--- config.mk ---
export PLATFORM = sky130hd
export DESIGN_NAME = mem_arbiter_flat
export DESIGN_NICKNAME = d
export VERILOG_FILES = /design/src/rtl/mem_arbiter_if.sv /design/src/rtl/mem_arbiter.sv /design/src/flat_wrapper.sv
export SDC_FILE = /design/constraint.sdc
export NUM_CORES = 1
export LEC_CHECK = 0
export BUFFER_PORTS_ARGS = -buffer_cell sky130_fd_sc_hd__buf_4
export CORE_AREA = 2 2 116 118
export DETAILED_ROUTE_END_ITERATION = 8
export DIE_AREA = 0 0 118 120
export PLACE_DENSITY = 0.45
export SETUP_SLACK_MARGIN = 0.5
export SLEW_MARGIN = 20
export SYNTH_ARGS = -nofsm -noshare
export SYNTH_HDL_FRONTEND = slang
export SYNTH_SLANG_ARGS = --single-unit
--- constraint.sdc ---
create_clock -name clk -period 2.46 [get_ports clk]
set_input_delay 0.246 -clock clk [delete_from_list [all_inputs] [get_ports clk]]
set_output_delay 0.246 -clock clk [all_outputs]
set_load 0.01 [all_outputs]
--- src/rtl/mem_arbiter_if.sv ---
// Bus bundle between the core, the external loader/debug port and a single-port memory.
// The arbiter takes the master modport; the surrounding environment takes the slave modport.
interface mem_arbiter_if;
    logic        core_req;
    logic [31:0] core_addr;
    logic [31:0] core_wr_data;
    logic        core_wr_ena;
    logic [31:0] core_rd_data;
    logic        core_ena;

    logic        ext_req;
    logic [31:0] ext_addr;
    logic [31:0] ext_wr_data;
    logic        ext_wr_ena;
    logic        ext_gnt;
    logic        ext_rd_valid;
    logic [31:0] ext_rd_data;

    logic [31:0] mem_addr;
    logic [31:0] mem_wr_data;
    logic        mem_wr_ena;
    logic [31:0] mem_rd_data;

    modport master (
        input  core_req, core_addr, core_wr_data, core_wr_ena,
        input  ext_req, ext_addr, ext_wr_data, ext_wr_ena,
        input  mem_rd_data,
        output core_rd_data, core_ena,
        output ext_gnt, ext_rd_valid, ext_rd_data,
        output mem_addr, mem_wr_data, mem_wr_ena
    );

    modport slave (
        output core_req, core_addr, core_wr_data, core_wr_ena,
        output ext_req, ext_addr, ext_wr_data, ext_wr_ena,
        output mem_rd_data,
        input  core_rd_data, core_ena,
        input  ext_gnt, ext_rd_valid, ext_rd_data,
        input  mem_addr, mem_wr_data, mem_wr_ena
    );
endinterface

--- src/rtl/mem_arbiter.sv ---
// Core/external arbiter for one single-port memory. The core has priority, but an
// external request never waits more than WAIT_LIMIT cycles before it is served.
module mem_arbiter #(
    parameter int WAIT_LIMIT = 3
) (
    input  logic         clk,
    input  logic         rst,
    mem_arbiter_if.master bus
);
    typedef enum logic [1:0] {
        S_IDLE    = 2'd0,
        S_CORE_RD = 2'd1,
        S_EXT_RD  = 2'd2,
        S_WRITE   = 2'd3
    } state_e;

    // Keep the counter at least one bit wide so WAIT_LIMIT=0 still elaborates.
    localparam int WCW = (WAIT_LIMIT < 1) ? 1 : $clog2(WAIT_LIMIT + 1);
    localparam logic [WCW-1:0] WAIT_MAX = WCW'(WAIT_LIMIT);

    state_e         state_q, state_d;
    logic [WCW-1:0] wait_cnt_q, wait_cnt_d;
    logic           ext_gnt;
    logic           core_gnt;

    always_comb begin
        ext_gnt    = rst & bus.ext_req & (~bus.core_req | (wait_cnt_q == WAIT_MAX));
        core_gnt   = rst & bus.core_req & ~ext_gnt;

        wait_cnt_d = '0;
        if (bus.ext_req && !ext_gnt)
            wait_cnt_d = (wait_cnt_q == WAIT_MAX) ? wait_cnt_q : wait_cnt_q + 1'b1;

        state_d = S_IDLE;
        if (ext_gnt)
            state_d = bus.ext_wr_ena ? S_WRITE : S_EXT_RD;
        else if (core_gnt)
            state_d = bus.core_wr_ena ? S_WRITE : S_CORE_RD;
    end

    always_ff @(posedge clk or negedge rst) begin
        if (!rst) begin
            state_q    <= S_IDLE;
            wait_cnt_q <= '0;
        end else begin
            state_q    <= state_d;
            wait_cnt_q <= wait_cnt_d;
        end
    end

    // Idle port parks on the core address so the core's next read is already presented.
    assign bus.mem_addr     = ext_gnt ? bus.ext_addr    : bus.core_addr;
    assign bus.mem_wr_data  = ext_gnt ? bus.ext_wr_data : bus.core_wr_data;
    assign bus.mem_wr_ena   = (ext_gnt & bus.ext_wr_ena) | (core_gnt & bus.core_wr_ena);

    assign bus.core_ena     = rst & ~(bus.core_req & ~core_gnt);
    assign bus.core_rd_data = bus.mem_rd_data;

    // Read data lands one cycle after the grant, so the registered owner steers it.
    assign bus.ext_gnt      = ext_gnt;
    assign bus.ext_rd_valid = rst & (state_q == S_EXT_RD);
    assign bus.ext_rd_data  = bus.ext_rd_valid ? bus.mem_rd_data : 32'h0;
endmodule

--- src/flat_wrapper.sv ---
// flat-port wrapper written by rule: the top's interface ports become plain ports
module mem_arbiter_flat 
#(
    parameter int WAIT_LIMIT = 3
)
  (clk, rst, bus_core_req, bus_core_addr, bus_core_wr_data, bus_core_wr_ena, bus_ext_req, bus_ext_addr, bus_ext_wr_data, bus_ext_wr_ena, bus_mem_rd_data, bus_core_rd_data, bus_core_ena, bus_ext_gnt, bus_ext_rd_valid, bus_ext_rd_data, bus_mem_addr, bus_mem_wr_data, bus_mem_wr_ena);
  mem_arbiter_if bus_i ();
  input  logic clk;
  input  logic rst;
  input wire logic [$bits(bus_i.core_req)-1:0] bus_core_req;
  input wire logic [$bits(bus_i.core_addr)-1:0] bus_core_addr;
  input wire logic [$bits(bus_i.core_wr_data)-1:0] bus_core_wr_data;
  input wire logic [$bits(bus_i.core_wr_ena)-1:0] bus_core_wr_ena;
  input wire logic [$bits(bus_i.ext_req)-1:0] bus_ext_req;
  input wire logic [$bits(bus_i.ext_addr)-1:0] bus_ext_addr;
  input wire logic [$bits(bus_i.ext_wr_data)-1:0] bus_ext_wr_data;
  input wire logic [$bits(bus_i.ext_wr_ena)-1:0] bus_ext_wr_ena;
  input wire logic [$bits(bus_i.mem_rd_data)-1:0] bus_mem_rd_data;
  output wire logic [$bits(bus_i.core_rd_data)-1:0] bus_core_rd_data;
  output wire logic [$bits(bus_i.core_ena)-1:0] bus_core_ena;
  output wire logic [$bits(bus_i.ext_gnt)-1:0] bus_ext_gnt;
  output wire logic [$bits(bus_i.ext_rd_valid)-1:0] bus_ext_rd_valid;
  output wire logic [$bits(bus_i.ext_rd_data)-1:0] bus_ext_rd_data;
  output wire logic [$bits(bus_i.mem_addr)-1:0] bus_mem_addr;
  output wire logic [$bits(bus_i.mem_wr_data)-1:0] bus_mem_wr_data;
  output wire logic [$bits(bus_i.mem_wr_ena)-1:0] bus_mem_wr_ena;
  assign bus_i.core_req = bus_core_req;
  assign bus_i.core_addr = bus_core_addr;
  assign bus_i.core_wr_data = bus_core_wr_data;
  assign bus_i.core_wr_ena = bus_core_wr_ena;
  assign bus_i.ext_req = bus_ext_req;
  assign bus_i.ext_addr = bus_ext_addr;
  assign bus_i.ext_wr_data = bus_ext_wr_data;
  assign bus_i.ext_wr_ena = bus_ext_wr_ena;
  assign bus_i.mem_rd_data = bus_mem_rd_data;
  assign bus_core_rd_data = bus_i.core_rd_data;
  assign bus_core_ena = bus_i.core_ena;
  assign bus_ext_gnt = bus_i.ext_gnt;
  assign bus_ext_rd_valid = bus_i.ext_rd_valid;
  assign bus_ext_rd_data = bus_i.ext_rd_data;
  assign bus_mem_addr = bus_i.mem_addr;
  assign bus_mem_wr_data = bus_i.mem_wr_data;
  assign bus_mem_wr_ena = bus_i.mem_wr_ena;
  mem_arbiter #(.WAIT_LIMIT(WAIT_LIMIT)) u_core (.clk(clk), .rst(rst), .bus(bus_i));
endmodule
After elaboration in Yosys (flattened, before gate mapping)
Cells that the tools add are included.
{ "word_totals": {"regBits": 4, "out_inout_bits": 132, "word_cells": 32} }
{ "classes": {"add_sub_neg": 1, "eq_ne": 3, "n_mux": 9, "bitwise": 15, "reduce_logical": 2} }
{ "op_table": {"columns": ["operator", "count"], "rows": [
  ["$mux W32", 3],
  ["$mux W2", 5],
  ["$and A1 B1 Y1", 9],
  ["$eq A2 B2 Y1 const B", 2],
  ["$not A1 Y1", 4],
  ["$add A2 B1 Y2 const B", 1],
  ["$ne A2 B2 Y1 const B", 1],
  ["$or A1 B1 Y1", 2],
  ["$logic_and A1 B1 Y1", 1],
  ["$logic_not A1 Y1", 1],
  ["$mux W1", 1]
]} }

Longest topological paths before layout
Gate-level depths: netlist (run 1).
{ "logic_depth": {"depth_word": 9, "depth_mapped": 6, "ltp_nobuf": 4} }

Least setup slack after synthesis (run 1)
No wires, ideal clock.
{ "synth_timing": {"kind": "reg2out", "startpoint": "register u_core.wait_cnt_q[0]", "endpoint": "output port bus_mem_addr[18]", "arrival_time_ns": 1.594, "required_time_ns": 2.214, "setup_slack_ns": 0.620, "path_stages_with_launch": 7, "path_buffers": 2, "cell_sequence": "dfrtp_1 ha_1 nand2b_4 and3_4 buf_12 buf_12 mux2_4"} }
{ "synth_via": {"elab_chain_cells": 4} }
{ "synth_rtl": {"columns": ["item", "line", "text"], "rows": [
  ["start, declared", "mem_arbiter.sv:22", "logic [WCW-1:0] wait_cnt_q, wait_cnt_d;"],
  ["start signal, assigned", "mem_arbiter.sv:47", "wait_cnt_q <= wait_cnt_d;"],
  ["$eq A2 B2 Y1", "mem_arbiter.sv:27", "ext_gnt = rst & bus.ext_req & (~bus.core_req | (wait_cnt_q == WAIT_MAX));"],
  ["$or A1 B1 Y1", "mem_arbiter.sv:27", null],
  ["$and A1 B1 Y1", "mem_arbiter.sv:27", null],
  ["via bus_ext_gnt", "flat_wrapper.sv:21", "output wire logic [$bits(bus_i.ext_gnt)-1:0] bus_ext_gnt;"],
  ["$mux W32", "mem_arbiter.sv:52", "assign bus.mem_addr = ext_gnt ? bus.ext_addr : bus.core_addr;"],
  ["end, declared", "flat_wrapper.sv:24", "output wire logic [$bits(bus_i.mem_addr)-1:0] bus_mem_addr;"]
]} }
The timed path passes the listed nets, and every way through them passes these cells.

Worst setup path after layout (run 1)
{ "layout_timing": {"startpoint": "register u_core.wait_cnt_q[0]", "endpoint": "output port bus_mem_wr_data[22]"} }
{ "layout_via": {"elab_chain_cells": 4} }
{ "layout_rtl": {"columns": ["item", "line", "text"], "rows": [
  ["$eq A2 B2 Y1", "mem_arbiter.sv:27", null],
  ["$or A1 B1 Y1", "mem_arbiter.sv:27", null],
  ["$and A1 B1 Y1", "mem_arbiter.sv:27", null],
  ["$mux W32", "mem_arbiter.sv:53", "assign bus.mem_wr_data = ext_gnt ? bus.ext_wr_data : bus.core_wr_data;"],
  ["end, declared", "flat_wrapper.sv:25", "output wire logic [$bits(bus_i.mem_wr_data)-1:0] bus_mem_wr_data;"]
]} }
No other way between the ends.

==> impl_results.md, run 1 <==
* Largest net degree at the start of global routing at 34
* I/O pin cnt at 298
* Commonest non-fill, non-tap cell in the layout: buf_4
* Worst R2R Setup Slack at 0.98 ns
* Critical path destination: bus_mem_wr_data[22]
* Inserted Clock Buffers at 3
* Slack of the critical path at 0.326 ns
* Vias in the first global route at 2319
* GRT overflow at 0
* Synthesized area at 1740 um^2
* Worst reg2reg endpoint: u_core.wait_cnt_q[0]$_DFFE_PN0P_
* Clk_lat worst skew at 0.22 ns
* Final slew viol count at 0
* Initial core utilization at 13.4%
* CTS H-tree depth at 1
* PD cells at 249 nW/um^2
* Share of layout cells above drive strength 1 at 87.6%
* Most common cell on crit path: buf_6
* Gr usage total at 10.8%
* Syn nets at 331
* Tightest Pin Transition at 0.257 ns
* Util after Layout at 34.3%
* Setup violators final at 0
* Hold Fails Final Rpt at 0
* Initial DRT Pass Iterations at 4
* Commonest cells after routing, fill and taps aside: buf_4 (256), mux2_4 (64), buf_6 (52)
* Reg2Reg Launch Point: u_core.wait_cnt_q[0]$_DFFE_PN0P_
* Final Critical Period at 2.13 ns
* R2R cell count at 7
* Final period utilization at 86.8%
* Slew Limit Headroom at 82.8%
* Detail-routed via count per cell at 3.67
* Area Growth Syn to Fin at 156%
* # DRC at 0
* IO Port Bufs at 297
* Via count at 2280
* Placer Congestion at 0.758
* WS Path Type: register to output pin
* F_max at 0.469 GHz
* Clock sink total at 4
* CTS tree: built
* #FFs+latches synth at 4
* CP max-delay cell: dfrtp_1
* Total design power at 1.11 mW
* Critical Path RT at 2.21 ns
* Number of nets in the layout at 614
* Hold Crit Start: bus_core_wr_ena
* Chip height at 120 um
* Initial antenna violation count at 0
* Leak at 2.37 nW
* Root buffer cell: clkbuf_16
* Min-Delay Path Class: primary input to register
* First DRT Iteration DRCs at 35
* Register area share after synthesis at 5.76%
* Critical path origin: u_core.wait_cnt_q[0]$_DFFE_PN0P_
* Crit-path cells: ha_2 -> nand2b_4 -> and3_4 -> buf_6 -> clkbuf_16 -> mux2_4 -> buf_6
* # Max-Cap Violations at 0
* Storage element area at 100 um^2
* Yosys warning count at 0
* Footprint of the multi-input gates at 1340 um^2
* Num rows at 42
* Mapped Avg Cell Area at 10.6 um^2
* Post-DP HPWL at 6960 um
* Die width at 118 um
* Netlist cell types at 23
* Post-place setup slack at 0.319 ns
* Startpoint Class: register
* Post-route clock skew at 0.00136 ns
* ANT cells at 0
* Critical Path End Type: output pin
* FILL cells at 1306
* Status: complete, no violations
* Avg WL per Cell at 14.0 um
* Final ANT Viol Nets at 0
* Post-Synthesis Cells at 164
* Final setup TNS at 0 ns
* RSZ-0062 raised after global routing: yes
* Clk buf depth at 2
* Clock transition at path regs at 0.03 ns
* First-pass GRT wire length at 12300 um
* CP peak stage delay at 0.38 ns
* Die area at 14200 um^2
* Core ar. at 13000 um^2
* Maximum vdd ir drop at 144 uV
* WP data arrival at 1.89 ns
* Worst-path fanout max at 5
* Final WL at 8670 um
state kept, by name (all words and copies together), names as in the netlist:
| signal | cells |
|---|---|
| u_core.state_q | 2 |
| u_core.wait_cnt_q | 2 |
logic make-up after synthesis:
kind of cell	count (synthesis)	synth area share (%)
fa+ha+maj	1	0.720
compound gates	6	2.02
buf+inv	43	22.0
xor+xnor	1	0.504
flops	4	5.76
mux	65	52.7
simple gates	44	16.3
per-layer routing:
layer / share of wire (%) / routed length, um / vias to the layer above / GRT usage [%]
met3: 9.5 / 824 / 2 / 2.66
li1: - / - / 1097 / -
met2: 57 / 4970 / 158 / 22.8
met4: 0.33 / 29 / 0 / 1.28
met1: 33 / 2850 / 1023 / 10.6
met5: 0 / 0 / - / 0
cells in the mapped netlist:
library cell,instances,share of area (%)
a21oi_1,2,0.58
a22oi_1,1,0.43
a31oi_1,1,0.36
and2_1,34,12
and3_4,1,0.65
buf_12,6,6.9
buf_4,33,14
clkbuf_1,3,0.65
dfrtp_1,4,5.8
ha_1,1,0.72
inv_1,1,0.22
mux2_2,15,9.7
mux2_4,49,42
mux2i_1,1,0.58
nand2_1,3,0.65
nand2b_4,1,0.79
nand3_1,2,0.58
nand3b_1,1,0.43
nor2_1,1,0.22
nor3b_2,1,0.72
o21ai_0,1,0.29
o22ai_1,1,0.36
xor2_1,1,0.50
metrics by stage:
step,cell area [um^2],std cells,hold WS [ns]
after CTS,4330,618,0.297
final,4450,621,0.297
after detailed placement,3870,600,0.0598
after global placement,3870,600,0.0605
after global routing,4450,621,0.324
after floorplan,1740,164,-0.0496
what timing repair did:
item	CTS	global route
hold buffers	1	0
cloned	4	1
setup buffers	10	2
resized for setup	56	21
endpoints found under the hold margin	4	0
pin swaps	1	1
endpoints found under the setup margin	65	64
worst max-delay path: cells and delay by family (launching register included):
| family | cells | cell delay (ns) |
|---|---|---|
| fa+ha+maj | 1 | 0.19 |
| buf+inv | 3 | 0.42 |
| flops | 1 | 0.38 |
| mux | 1 | 0.30 |
| simple gates | 2 | 0.37 |
cell type report:
| type | count | area share [%] |
|---|---|---|
| inverters | 1 | 0.0844 |
| clock buffers | 3 | 1.69 |
| multi-input cells | 119 | 30.0 |
| well taps | 176 | 4.95 |
| flip-flops and latches | 4 | 2.25 |
| repair buffers | 318 | 61.0 |
worst min path at each step:
stage | to | slack [ns] | cells after the start
floorplan | u_core.state_q[0]$_DFF_PN0_ | -0.05 | 0
global placement | u_core.wait_cnt_q[1]$_DFFE_PN0P_ | 0.06 | 1
detailed placement | u_core.wait_cnt_q[1]$_DFFE_PN0P_ | 0.06 | 1
CTS | u_core.state_q[1]$_DFF_PN0_ | 0.30 | 3
global route | u_core.state_q[1]$_DFF_PN0_ | 0.32 | 3
finish | u_core.state_q[1]$_DFF_PN0_ | 0.30 | 3
power breakdown:
group | switching, mW | internal, mW | leakage [nW] | total, mW
logic | 0.259 | 0.522 | 2.28 | 0.780
clock network | 0.0434 | 0.207 | 0.0370 | 0.251
registers | 0.00278 | 0.0721 | 0.0517 | 0.0749
No activity file was read; power rests on OpenSTA's default activity.
==> inputs of run 2 (changes only) <==
==> constraint.sdc (replaced) <==
create_clock -name clk -period 2.46 [get_ports clk]
set_input_delay 0.123 -clock clk [delete_from_list [all_inputs] [get_ports clk]]
set_output_delay 0.123 -clock clk [all_outputs]
set_load 0.01 [all_outputs]
==> run 2 against run 1 <==
Effect of this change: clock power barely moved; global-route usage barely moved; total power fell by 2.0%; worst setup slack improved by 0.11 ns; final cell count fell by 0.81%; utilization fell by 0.84 points; wire length fell by 2.2%; clock skew fell by 0.0012 ns; first-iteration DRC count rose by 17%; design area fell by 2.4%; combinational power fell by 2.8%; die area did not move; largest cell class unchanged; largest power group unchanged; highest routed layer unchanged.
==> impl_results.md, run 2 (synthesized netlist as in run 1, its figures left out) <==
* Largest net degree at the start of global routing at 34
* Placed Area at 3860 um^2
* RSZ-0062 raised after global routing: yes
* PD cells at 250 nW/um^2
* Die width at 118 um
* Critical Path RT at 2.34 ns
* Slack of the critical path at 0.439 ns
* Num rows at 42
* Commonest cells after routing, fill and taps aside: buf_4 (261), mux2_4 (53), buf_6 (46)
* Clock sink total at 4
* Inserted Clock Buffers at 3
* Number of nets in the layout at 609
* Post-route clock skew at 0.000147 ns
* Status: complete, no violations
* WP data arrival at 1.90 ns
* # DRC at 0
* Final ANT Viol Nets at 0
* Clk_lat worst skew at 0.22 ns
* Footprint of the multi-input gates at 1280 um^2
* Clock transition at path regs at 0.03 ns
* Avg WL per Cell at 13.8 um
* Initial core utilization at 13.4%
* Seq pwr share at 7.1%
* CTS tree: built
* Clk buf depth at 2
* I/O pin cnt at 298
* Post-DP HPWL at 6820 um
* DP Cell Count at 600
* Clk pwr share at 23.0%
* Area Growth Syn to Fin at 150%
* Comb power frac at 69.9%
* Final slew viol count at 0
* Setup violators final at 0
* Root buffer cell: clkbuf_16
* First DRT Iteration DRCs at 41
* Psw at 0.299 mW
* GRT overflow at 0
* Startpoint Class: register
* Post-place setup slack at 0.345 ns
* Vias in the first global route at 2338
* Share of layout cells above drive strength 1 at 87.5%
* Power Internal at 0.785 mW
* Storage element area at 100 um^2
* Min-Delay Path Class: primary input to register
* Hold Fails Final Rpt at 0
* Die area at 14200 um^2
* Largest registers: u_core.state_q: 2 flops, u_core.wait_cnt_q: 2 flops
* Chip height at 120 um
* Leak at 2.30 nW
* Detail-routed via count per cell at 3.70
* Final instance area at 4340 um^2
* Gr usage total at 10.8%
* Final setup TNS at 0 ns
* Commonest non-fill, non-tap cell in the layout: buf_4
* Slew Limit Headroom at 83.4%
* ANT cells at 0
* WS Path Type: register to output pin
* Total design power at 1.08 mW
* # Max-Cap Violations at 0
* Final WL at 8480 um
* Maximum vdd ir drop at 187 uV
* Final period utilization at 82.2%
* Placer Congestion at 0.764
* First-pass GRT wire length at 12300 um
* Worst-path fanout max at 7
* IO Port Bufs at 297
* Sw Share at 27.6%
* Initial antenna violation count at 0
* F_max at 0.495 GHz
* CTS H-tree depth at 1
* Tightest Pin Transition at 0.249 ns
* Final Critical Period at 2.02 ns
* Core ar. at 13000 um^2
* Initial DRT Pass Iterations at 4
* FILL cells at 1320
* Post-route insts no fill at 616
* Via count at 2278
* Critical Path End Type: output pin
[run 2: cell types whose count changed in the layout (fill, tap and decap cells not counted)]
cell,before,now
buf_8,1,0
clkbuf_16,4,3
mux2_4,64,53
buf_6,52,46
buf_16,2,4
buf_4,256,261
ha_4,0,1
and3_4,3,1
ha_2,1,0
buf_12,5,3
mux2_2,0,11
[run 2: routing by layer]
metal	vias up	global-route usage (%)	routed length (um)
met5	-	0	0
met4	0	1.05	25
met3	2	2.76	835
met2	166	22.9	4900
met1	1029	10.6	2720
li1	1081	-	-
[run 2: power by group through the flow]
stage | clock network [mW] | registers, mW | logic, mW
floorplan | 0 | 0.0755 | 0.306
global placement | 0 | 0.0757 | 0.668
detailed placement | 0 | 0.0761 | 0.671
CTS | 0.251 | 0.0769 | 0.752
global route | 0.258 | 0.0774 | 0.802
finish | 0.249 | 0.0768 | 0.758
[run 2: cell type report]
class                           instances  area share, %
Inverter                                1         0.0865
Tap cell                              176           5.08
Multi-Input combinational cell        117           29.5
Clock buffer                            3           1.73
Sequential cell                         4           2.31
Timing Repair Buffer                  315           61.3
[run 2: critical path, cell delays in order, from the launching register on]
cell and delay [ns]:
dfrtp_1 0.40, ha_4 0.17, nand2b_4 0.13, and3_4 0.16
buf_12 0.15, buf_6 0.12, buf_6 0.12, mux2_4 0.30
buf_6 0.12
[run 2: worst paths after layout]
kind,slack (ns),cells past startpoint,from,to
setup / recovery,0.44,8,u_core.wait_cnt_q[0]$_DFFE_PN0P_,bus_mem_addr[30]
min in group asynchronous,0.32,2,rst,u_core.wait_cnt_q[1]$_DFFE_PN0P_
hold reg to reg,0.76,3,u_core.wait_cnt_q[1]$_DFFE_PN0P_,u_core.wait_cnt_q[1]$_DFFE_PN0P_
hold / removal,0.18,3,bus_core_wr_ena,u_core.state_q[1]$_DFF_PN0_
max in group asynchronous,1.95,2,rst,u_core.state_q[0]$_DFF_PN0_
setup reg to reg,1.14,6,u_core.wait_cnt_q[0]$_DFFE_PN0P_,u_core.wait_cnt_q[0]$_DFFE_PN0P_
[run 2: through the flow]
stage | hold slack, ns | utilization [%]
6_report | 0.184 | 33.4
5_1_grt | 0.190 | 33.4
3_5_place_dp | -0.0608 | 29.7
4_1_cts | 0.185 | 33.1
2_1_floorplan | -0.173 | -
3_3_place_gp | -0.0642 | 29.7
[run 2: repair_timing]
item | 4_1_cts | 5_1_grt
endpoints found under the setup margin | 65 | 63
resized for setup | 49 | 10
hold buffers | 1 | 0
pin swaps | 1 | 2
hold endpoints to repair | 4 | 0
setup buffers | 8 | 1
gates cloned | 3 | 0
==> inputs of run 3 (changes only) <==
- ABC_AREA: not set -> 1
- CORE_AREA: 2 2 116 118 -> 2 2 115 117
- DIE_AREA: 0 0 118 120 -> 0 0 117 119
- clock period: 2.46 -> 1.6 ns (I/O delays scaled with it)
==> run 3 against run 2 <==
Effect of this change: the flow now finishes with violations (setup timing); worst setup slack worse by 0.51 ns; area after synthesis is 11% lower; register-to-register slack worse by 0.98 ns; largest cell class unchanged; die area is 1.7% lower; design area increased by 24%; critical endpoint is now bus_mem_wr_data[10]; clock-buffer cell count unchanged.
==> impl_results.md, run 3 <==
* Final WL at 11100 um
* F_max at 0.598 GHz
* Clock sink total at 4
* CP peak stage delay at 0.40 ns
* Register area share after synthesis at 6.47%
* Initial core utilization at 12.0%
* Clk buf depth at 2
* Leading area contributor after synthesis: nand2_1
* Share of layout cells above drive strength 1 at 77.8%
* Post-route insts no fill at 794
* Predominant post-synthesis flop cell: dfrtp_1
* GRT overflow at 0
* Post-DP HPWL at 7460 um
* DP Cell Count at 764
* Num rows at 42
* WS Path Type: register to output pin
* Placed Area at 3850 um^2
* Worst hold slack at 0.115 ns
* Chip height at 119 um
* Failing checks: setup timing
* Mapped Avg Cell Area at 4.62 um^2
* Initial antenna violation count at 0
* Vias in the first global route at 2890
* Die area at 13900 um^2
* Crit-path cells: ha_4 -> inv_4 -> a21oi_4 -> buf_6 -> clkbuf_16 -> nand2_2 -> nand2_2 -> buf_6
* Final setup TNS at -2.49 ns
* PD cells at 369 nW/um^2
* Min-Delay Path Class: primary input to register
* Status: finished with violations
* Setup violators final at 65
* Yosys warning count at 0
* Detail-routed via count per cell at 3.82
* Synthesized area at 1550 um^2
* Critical Path RT at 1.52 ns
* Critical Path End Type: output pin
* Final ANT Viol Nets at 0
* Startpoint Class: register
* WP data arrival at 1.59 ns
* Final Critical Period at 1.67 ns
* Maximum vdd ir drop at 253 uV
* Largest registers: u_core.state_q: 2 flops, u_core.wait_cnt_q: 2 flops
* Total design power at 1.98 mW
* Util after Layout at 41.7%
* Root buffer cell: clkbuf_16
* ANT cells at 0
* Syn nets at 502
* Hold Fails Final Rpt at 0
* Via count at 3033
* Clk_lat worst skew at 0.23 ns
* Commonest non-fill, non-tap cell in the layout: buf_4
* Netlist cell types at 15
* Number of nets in the layout at 787
* Final instance area at 5370 um^2
* Slack of the critical path at -0.0710 ns
* Slew Limit Headroom at 85.7%
* RSZ-0062 raised after global routing: yes
* Worst-path fanout max at 9
* IO Port Bufs at 297
* Clock transition at path regs at 0.03 ns
* Inserted Clock Buffers at 3
* Core ar. at 12900 um^2
* Placer Congestion at 0.784
* CTS H-tree depth at 1
* Final slew viol count at 0
* Avg WL per Cell at 13.9 um
* Final period utilization at 104%
* Cell with the most instances after synthesis: nand2_1
* I/O pin cnt at 298
* Area Growth Syn to Fin at 247%
* CP max-delay cell: dfrtp_1
* Gr usage total at 13.5%
* Post-Synthesis Cells at 335
* Area share of the largest cell type after synthesis at 49.5%
* Commonest cells after routing, fill and taps aside: buf_4 (224), nand2_1 (95), buf_6 (81)
* Initial DRT Pass Iterations at 4
* Tightest Pin Transition at 0.213 ns
* Post-place setup slack at 0.0844 ns
* # Max-Cap Violations at 0
* #FFs+latches synth at 4
* Top cells by count, synth: nand2_1 (204), inv_1 (36), nor2_1 (35)
* Leak at 2.91 nW
* Die width at 117 um
* Top post-synthesis cells by area: nand2_1 (50%), buf_4 (17%), inv_1 (8.7%), nor2_1 (8.5%), dfrtp_1 (6.5%)
* Post-route clock skew at 0.00197 ns
* Number of flops mapped to enable cells by yosys at 0
* Largest net degree at the start of global routing at 39
* Fraction of registers with async set/reset at 100%
* First DRT Iteration DRCs at 39
* # DRC at 0
* First-pass GRT wire length at 14500 um
* CTS tree: built
-- run 3: repair_timing --
action | 4_1_cts | 5_1_grt
pin swaps | 8 | 18
setup endpoints to repair | 104 | 104
resized for setup | 147 | 118
hold buffers | 1 | 0
hold endpoints to repair | 4 | 0
cloned | 8 | 7
setup buffers | 8 | 3
-- run 3: final cells by class --
type                            count  area, um^2
Tap cell                          176         220
Fill cell                        1287        7510
Sequential cell                     4         100
Inverter                           37         146
Multi-Input combinational cell    245        1680
Timing Repair Buffer              329        3150
Clock buffer                        3        75.1
-- run 3: power by group --
| group | leakage (nW) | total [mW] | internal (mW) | switching, mW |
|---|---|---|---|---|
| clock network | 0.0370 | 0.398 | 0.320 | 0.0784 |
| logic | 2.82 | 1.46 | 0.839 | 0.621 |
| registers | 0.0518 | 0.123 | 0.113 | 0.0103 |
| total | 2.91 | 1.98 | 1.27 | 0.710 |
-- run 3: cells by family after synthesis --
family | after synthesis | share of synthesized area, %
compound gates | 3 | 1.46
xor+xnor | 1 | 0.566
fa+ha+maj | 1 | 0.809
buf+inv | 86 | 32.4
flops | 4 | 6.47
simple gates | 240 | 58.3
-- run 3: path summary, 6_finish.rpt --
check                                                  from                               end  slack (ns)  cells after the start
setup / recovery           u_core.wait_cnt_q[0]$_DFFE_PN0P_               bus_mem_wr_data[10]       -0.07                      8
hold / removal                               bus_ext_wr_ena       u_core.state_q[0]$_DFF_PN0_        0.11                      3
setup reg to reg           u_core.wait_cnt_q[0]$_DFFE_PN0P_  u_core.wait_cnt_q[0]$_DFFE_PN0P_        0.16                      9
hold reg to reg            u_core.wait_cnt_q[0]$_DFFE_PN0P_  u_core.wait_cnt_q[0]$_DFFE_PN0P_        0.65                      2
max in group asynchronous                               rst       u_core.state_q[0]$_DFF_PN0_        1.16                      2
min in group asynchronous                               rst  u_core.wait_cnt_q[0]$_DFFE_PN0P_        0.26                      2
-- run 3: worst max-delay path: cells and delay by family (launching register included) --
family	cells	cell delay, ns
compound gates	1	0.18
fa+ha+maj	1	0.18
buf+inv	4	0.46
flops	1	0.40
simple gates	2	0.13
-- run 3: routing by layer --
metal	vias up	GRT usage [%]	wire (um)
li1	1503	-	-
met1	1365	13.0	3720
met2	157	28.6	6460
met3	8	2.34	790
met4	0	2.65	92
met5	-	0	0
